===== src/rtl/pattern_serializer.sv =====
// Serial stimulus source for the glitch filter: a word accepted through valid/ready is sent LSB first, each bit held HOLD clocks.
// Optional continuous rotation of the word is built when PATTERN_SERIALIZER_REPEAT_EN is defined.
//
// state | meaning
// IDLE  | line at IDLE_LEVEL, ready for a word (the first IDLE cycle after a word carries done)
// SHIFT | word in progress, current bit on sig_out
module pattern_serializer #(
    parameter int   WIDTH      = 16,
    parameter int   HOLD       = 4,
    parameter logic IDLE_LEVEL = 1'b0
) (
    input  logic             clock,
    input  logic             reset,
`ifdef PATTERN_SERIALIZER_REPEAT_EN
    // named repeat_en because "repeat" is a reserved word
    input  logic             repeat_en,
`endif
    input  logic             load_valid,
    output logic             load_ready,
    input  logic [WIDTH-1:0] data_in,
    output logic             sig_out,
    output logic             busy,
    output logic             done
);

    localparam int HCW = (HOLD > 1) ? $clog2(HOLD) : 1;
    localparam int BCW = $clog2(WIDTH);

    localparam logic [HCW-1:0] HOLD_LAST = HCW'(HOLD - 1);
    localparam logic [BCW-1:0] BIT_LAST  = BCW'(WIDTH - 1);

    typedef enum logic [0:0] {
        IDLE  = 1'b0,
        SHIFT = 1'b1
    } state_t;

    state_t           state;
    logic [WIDTH-1:0] shift_reg;
    logic [BCW-1:0]   bit_cnt;
    logic [HCW-1:0]   hold_cnt;
`ifdef PATTERN_SERIALIZER_REPEAT_EN
    logic [WIDTH-1:0] word_copy;
`endif

    always_ff @(posedge clock) begin
        if (reset) begin
            state      <= IDLE;
            shift_reg  <= '0;
            bit_cnt    <= '0;
            hold_cnt   <= '0;
            sig_out    <= IDLE_LEVEL;
            load_ready <= 1'b1;
            busy       <= 1'b0;
            done       <= 1'b0;
`ifdef PATTERN_SERIALIZER_REPEAT_EN
            word_copy  <= '0;
`endif
        end else begin
            done <= 1'b0;
            case (state)
                IDLE: begin
                    if (load_valid) begin
                        shift_reg  <= data_in;
`ifdef PATTERN_SERIALIZER_REPEAT_EN
                        word_copy  <= data_in;
`endif
                        bit_cnt    <= '0;
                        hold_cnt   <= '0;
                        sig_out    <= data_in[0];
                        busy       <= 1'b1;
                        load_ready <= 1'b0;
                        state      <= SHIFT;
                    end else begin
                        sig_out    <= IDLE_LEVEL;
                        busy       <= 1'b0;
                        load_ready <= 1'b1;
                    end
                end

                SHIFT: begin
                    if (hold_cnt == HOLD_LAST) begin
                        hold_cnt <= '0;
                        if (bit_cnt == BIT_LAST) begin
`ifdef PATTERN_SERIALIZER_REPEAT_EN
                            if (repeat_en) begin
                                // seamless restart: bit 0 follows the last bit with no gap
                                shift_reg <= word_copy;
                                bit_cnt   <= '0;
                                sig_out   <= word_copy[0];
                            end else begin
                                state      <= IDLE;
                                sig_out    <= IDLE_LEVEL;
                                busy       <= 1'b0;
                                load_ready <= 1'b1;
                                done       <= 1'b1;
                            end
`else
                            state      <= IDLE;
                            sig_out    <= IDLE_LEVEL;
                            busy       <= 1'b0;
                            load_ready <= 1'b1;
                            done       <= 1'b1;
`endif
                        end else begin
                            shift_reg <= shift_reg >> 1;
                            bit_cnt   <= bit_cnt + 1'b1;
                            sig_out   <= shift_reg[1];
                        end
                    end else begin
                        hold_cnt <= hold_cnt + 1'b1;
                    end
                end

                default: begin
                    state      <= IDLE;
                    sig_out    <= IDLE_LEVEL;
                    busy       <= 1'b0;
                    load_ready <= 1'b1;
                end
            endcase
        end
    end

endmodule


===== config.mk =====
export PLATFORM = sky130hd
export DESIGN_NAME = pattern_serializer
export DESIGN_NICKNAME = d
export VERILOG_FILES = /design/src/rtl/pattern_serializer.sv
export SDC_FILE = /design/constraint.sdc
export NUM_CORES = 1
export LEC_CHECK = 0
export CAP_MARGIN = 20
export CORE_MARGIN = 5
export CORE_UTILIZATION = 46
export CTS_CLUSTER_DIAMETER = 40
export DETAILED_ROUTE_END_ITERATION = 12
export GPL_TIMING_DRIVEN = 1
export PLACE_DENSITY = 0.86
export SETUP_SLACK_MARGIN = 0.05
export SYNTH_ARGS = -nofsm -noshare
export SYNTH_HDL_FRONTEND = slang
export SYNTH_SLANG_ARGS = --single-unit
export TNS_END_PERCENT = 20

===== constraint.sdc =====
create_clock -name clock -period 1.5 [get_ports clock]
set_clock_uncertainty 0.2 [all_clocks]
set_input_delay 0.15 -clock clock [delete_from_list [all_inputs] [get_ports clock]]
set_output_delay 0.15 -clock clock [all_outputs]
set_load 0.005 [all_outputs]

# After elaboration in Yosys (flattened, before gate mapping)
# Index checks and enable logic that the tools add are counted.
# Widths: inputs -> output; s select.
[word_totals]
register_bits = 27
inputBits = 19
out_inout_bits = 4
[op_classes]
add_sub_neg = 2
eq_ne = 6
mux = 27
bitwise = 2
n_reduce_logical = 3
[ops]
columns = ["op", "n"]
rows = [
  ["$mux 16", 3],
  ["$pmux 16 s2", 1],
  ["$mux 1", 12],
  ["$mux 4", 3],
  ["$pmux 1 s2", 4],
  ["$pmux 4 s2", 1],
  ["$add 4x1->4 const B", 1],
  ["$eq 4x4->1 const B", 1],
  ["$mux 2", 2],
  ["$ne 2x1->1 const B", 2],
  ["$ne 2x2->1 const B", 2],
  ["$pmux 2 s2", 1],
  ["$reduce_and 3->1", 1],
  ["$reduce_or 3->1", 1],
  ["$add 2x1->2 const B", 1],
  ["$eq 2x2->1 const B", 1],
  ["$not 1->1", 2],
  ["$reduce_and 2->1", 1],
]

# Depth between registers and ports, before layout
[logic_depth]
word_depth = 4
depth_mapped = 5
mapped_depth_nobuf = 4

# Worst setup path before layout
# No wires, ideal clock.
[synth_timing]
kind = "reg-to-reg"
start = "register bit_cnt[0]"
end = "register shift_reg[12]"
setup_time_ps = 148
arrival_time_ps = 1243
path_slack_ps = -92
stages_incl_launch_ff = 6
n_path_buf = 1
period_less_slack_ps = 1592
path_cell_list = "dfxtp_1 ha_1 and3_4 o21ai_2 buf_6 a221oi_2"
[synth_between]
elab_chain_cells = 3
[synth_rtl]
columns = ["item", "line_no", "text"]
rows = [
  ["start: declaration", "39", "logic [BCW-1:0] bit_cnt;"],
  ["start signal: assignment", "106", "bit_cnt <= bit_cnt + 1'b1;"],
  ["$eq 4x4->1", "83", "if (bit_cnt == BIT_LAST) begin"],
  ["$ne 2x2->1 (no source line)", "-", ""],
  ["$reduce_and 3->1 (no source line)", "-", ""],
  ["end signal: assignment", "63", "shift_reg <= data_in;"],
  ["end signal: assignment", "105", "shift_reg <= shift_reg >> 1;"],
  ["end: declaration", "38", "logic [WIDTH-1:0] shift_reg;"],
]
# Every way passes these cells.
# A chain may end at the register's enable or synchronous reset.

# Final worst setup path
[layout_timing]
start = "register bit_cnt[0]"
end = "register shift_reg[2]"
# The elaborated chain is that of the path after synthesis.

==> results.md <==
- Status: finished clean
- Least-Margin Pin Slew: 359 ps
- First-pass GRT wire length: 5090 µm
- Die area: 3920 µm²
- Largest cells by area after synthesis: dfxtp_1 (41%), a221oi_2 (12%), mux2i_1 (11%)
- Final slew viol count: 0
- Final Cycle Share: 98.6%
- Setup WS pre-CTS: -266 ps
- Final min period: 1480 ps
- CP startpoint kind: flip-flop
- IO Pins: 23
- Worst setup EP type: flip-flop
- Worst-Skew Late Latency: 310 ps
- Fmax: 0.676 GHz
- Fin. Hold Viols: 0
- Drt total wl: 3020 µm
- Area leader, netlist: dfxtp_1
- CTS Root Cell: clkbuf_4
- Power per Cell Area: 780 nW/µm²
- Aggregate global routing overflow: 0
- CTS tree: built
- Die X: 62.6 µm
- Vias/cell: 5.81
- Worst r2r dst: shift_reg[2]$_SDFFE_PP0P_
- Sw Ratio: 25.8%
- Most common cell in the netlist: dfxtp_1
- WP data arrival: 1520 ps
- Total negative slack: 0 ps
- Syn_nets: 147
- Synth Register Bits: 26
- Vias: 1132
- Initial antenna violation count: 0
- Crit path from: bit_cnt[0]$_SDFFE_PP0P_
- CTS Hold Bufs: 0
- Post-synth ARST share: 0%
- P_sw: 363 µW
- CORE AREA: 2710 µm²
- Share of cells above drive strength 1: 36.6%
- RSZ-0062 raised after global routing: true
- DR iter-0 viols: 38
- Synth Instances: 126
- Critical path class: flip-flop to flip-flop
- Largest register FFs: 15
- Clock Power Share: 24.9%
- Avg Inst Size Synth: 10.1 µm²
- Worst EP required: 1540 ps
- Total power draw: 1.41 mW
- Largest net degree at the start of global routing: 25
- Htree depth: 1
- Area growth from synthesis to layout: 41.2%
- TritonRoute pass-1 iters: 4
- PnR worst setup slack: 21.4 ps
- Hold crit path type: input pin to flip-flop
- Total track usage: 15.4%
- Endpoints failing setup: 0
- Buffers added on ports: 22
- Wirelength per Cell: 15.5 µm
- CTS Buf Count: 3
- Yosys top cell area share: 40.8%
- ANT cells: 0
- Final nets: 186
- Reg power frac: 54.2%
- R2r startpoint: bit_cnt[0]$_SDFFE_PP0P_
- Placed inst area: 1650 µm²
- Synth top cells by count: dfxtp_1 (26), nor2_1 (18), mux2i_1 (14)
- Die H: 62.6 µm
- Yosys cell types: 35
- Post-synth EDFFs: 0
- Maxcap violations: 0
- Rel. slew slack: 76.1%
- # rows: 19
- FILL cells: 229
- GPL Wtd Cong: 0.823
- Worst setup path end: shift_reg[2]$_SDFFE_PP0P_
- Comb pwr share: 20.9%
- HPWL Detailed: 2090 µm
- R2R Setup Slk: 20 ps
- Synth warn: 0
- Synthesized area: 1270 µm²
- Vias in the first global route: 1161
- # DRC: 0
- Peak VDD IR: 0.000579 V
- Sequential element share of the synthesized area: 40.8%
- Synth Flop Type: dfxtp_1
- Starting Density: 47.0%
- Pleak: 0.685 nW
- Pint: 1.04 mW
- Clock Pin Slew Worst Setup and Hold Paths: 140 ps
- CTS sink cnt: 26
- Post-DRT Antenna Nets: 0
- Reg2Reg Depth: 5
- Worst-path maximum fanout: 5
- Finished Cell Area: 1800 µm²
- Max Buffers Root-to-Sink: 2
==> layer usage <==
metal  GRT usage (%)  routed length (µm)  up-vias  part of all wire (%)
met3            3.60                 108        2                   3.6
met2            29.3                1600       21                    53
met4            2.39                  17        0                  0.56
met1            17.5                1290      556                    43
met5               0                   0        -                     0
li1                -                   -      553                     -
==> worst max-delay path, cell delays in order, from the launching register on <==
cell	delay (ps)
dfxtp_2	380
ha_4	150
and3_4	200
o21ai_4	90
buf_6	140
a221oi_2	240
==> worst min-delay path by stage <==
stage / slack (ps) / cells past startpoint / from / endpoint
2_1_floorplan: 90 / 2 / data_in[15] / shift_reg[15]$_SDFFE_PP0P_
5_1_grt: 210 / 3 / data_in[15] / shift_reg[15]$_SDFFE_PP0P_
3_5_place_dp: 270 / 2 / busy$_SDFFE_PP0P_ / busy$_SDFFE_PP0P_
4_1_cts: 200 / 3 / data_in[15] / shift_reg[15]$_SDFFE_PP0P_
6_report: 210 / 3 / data_in[15] / shift_reg[15]$_SDFFE_PP0P_
3_3_place_gp: 260 / 2 / busy$_SDFFE_PP0P_ / busy$_SDFFE_PP0P_
==> layout by cell type, fill, tap and decap left out, drive strengths merged, types with 3 or more instances in the layout <==
master and n:
dfxtp 26, buf 22, nor2 18, clkdlybuf4s50 18, mux2i 14, a221oi 14, nand3 6, nand2 5
a21oi 4, dlygate4sd2 4, clkbuf 4, inv 3
==> kinds of logic (layout without fill, tap and decap cells) <==
kind of cell	Yosys count	count (layout)	synth area share [%]
compound gates	28	28	22.9
simple gates	43	43	17.4
fa+ha+maj	2	2	1.96
flops	26	26	40.8
buf+inv	13	51	5.99
mux	14	14	11.0
==> per-stage QoR <==
| stage | hold WS, ps | std cells | util, % |
|---|---|---|---|
| floorplan | 90.5 | 126 | - |
| global placement | 259 | 186 | 60.9 |
| detailed placement | 267 | 186 | 60.9 |
| CTS | 200 | 195 | 65.1 |
| global route | 214 | 195 | 66.4 |
| finish | 209 | 195 | 66.4 |
==> cell type report <==
type                    count  area (µm²)  share of cell area, %
repair buffers             44         412                   22.9
multi-input cells          87         771                   42.8
inverters                   3        11.3                  0.625
well taps                  31        38.8                   2.15
clock buffers               4        36.3                   2.02
flip-flops and latches     26         532                   29.5
==> power groups by stage <==
| stage | combinational (mW) | sequential (mW) | clock, mW |
|---|---|---|---|
| after floorplan | 0.169 | 0.768 | 0 |
| after global placement | 0.252 | 0.772 | 0 |
| after detailed placement | 0.260 | 0.775 | 0 |
| after CTS | 0.280 | 0.761 | 0.355 |
| after global routing | 0.318 | 0.767 | 0.389 |
| final | 0.293 | 0.762 | 0.350 |
==> timing repair <==
item / in CTS / in global routing
cloned: 0 / 0
buffers inserted: 5 / 0
setup endpoints to repair: 22 / 20
pin swaps: 5 / 7
resized for setup: 18 / 7
(Power assumes the default switching activity.)
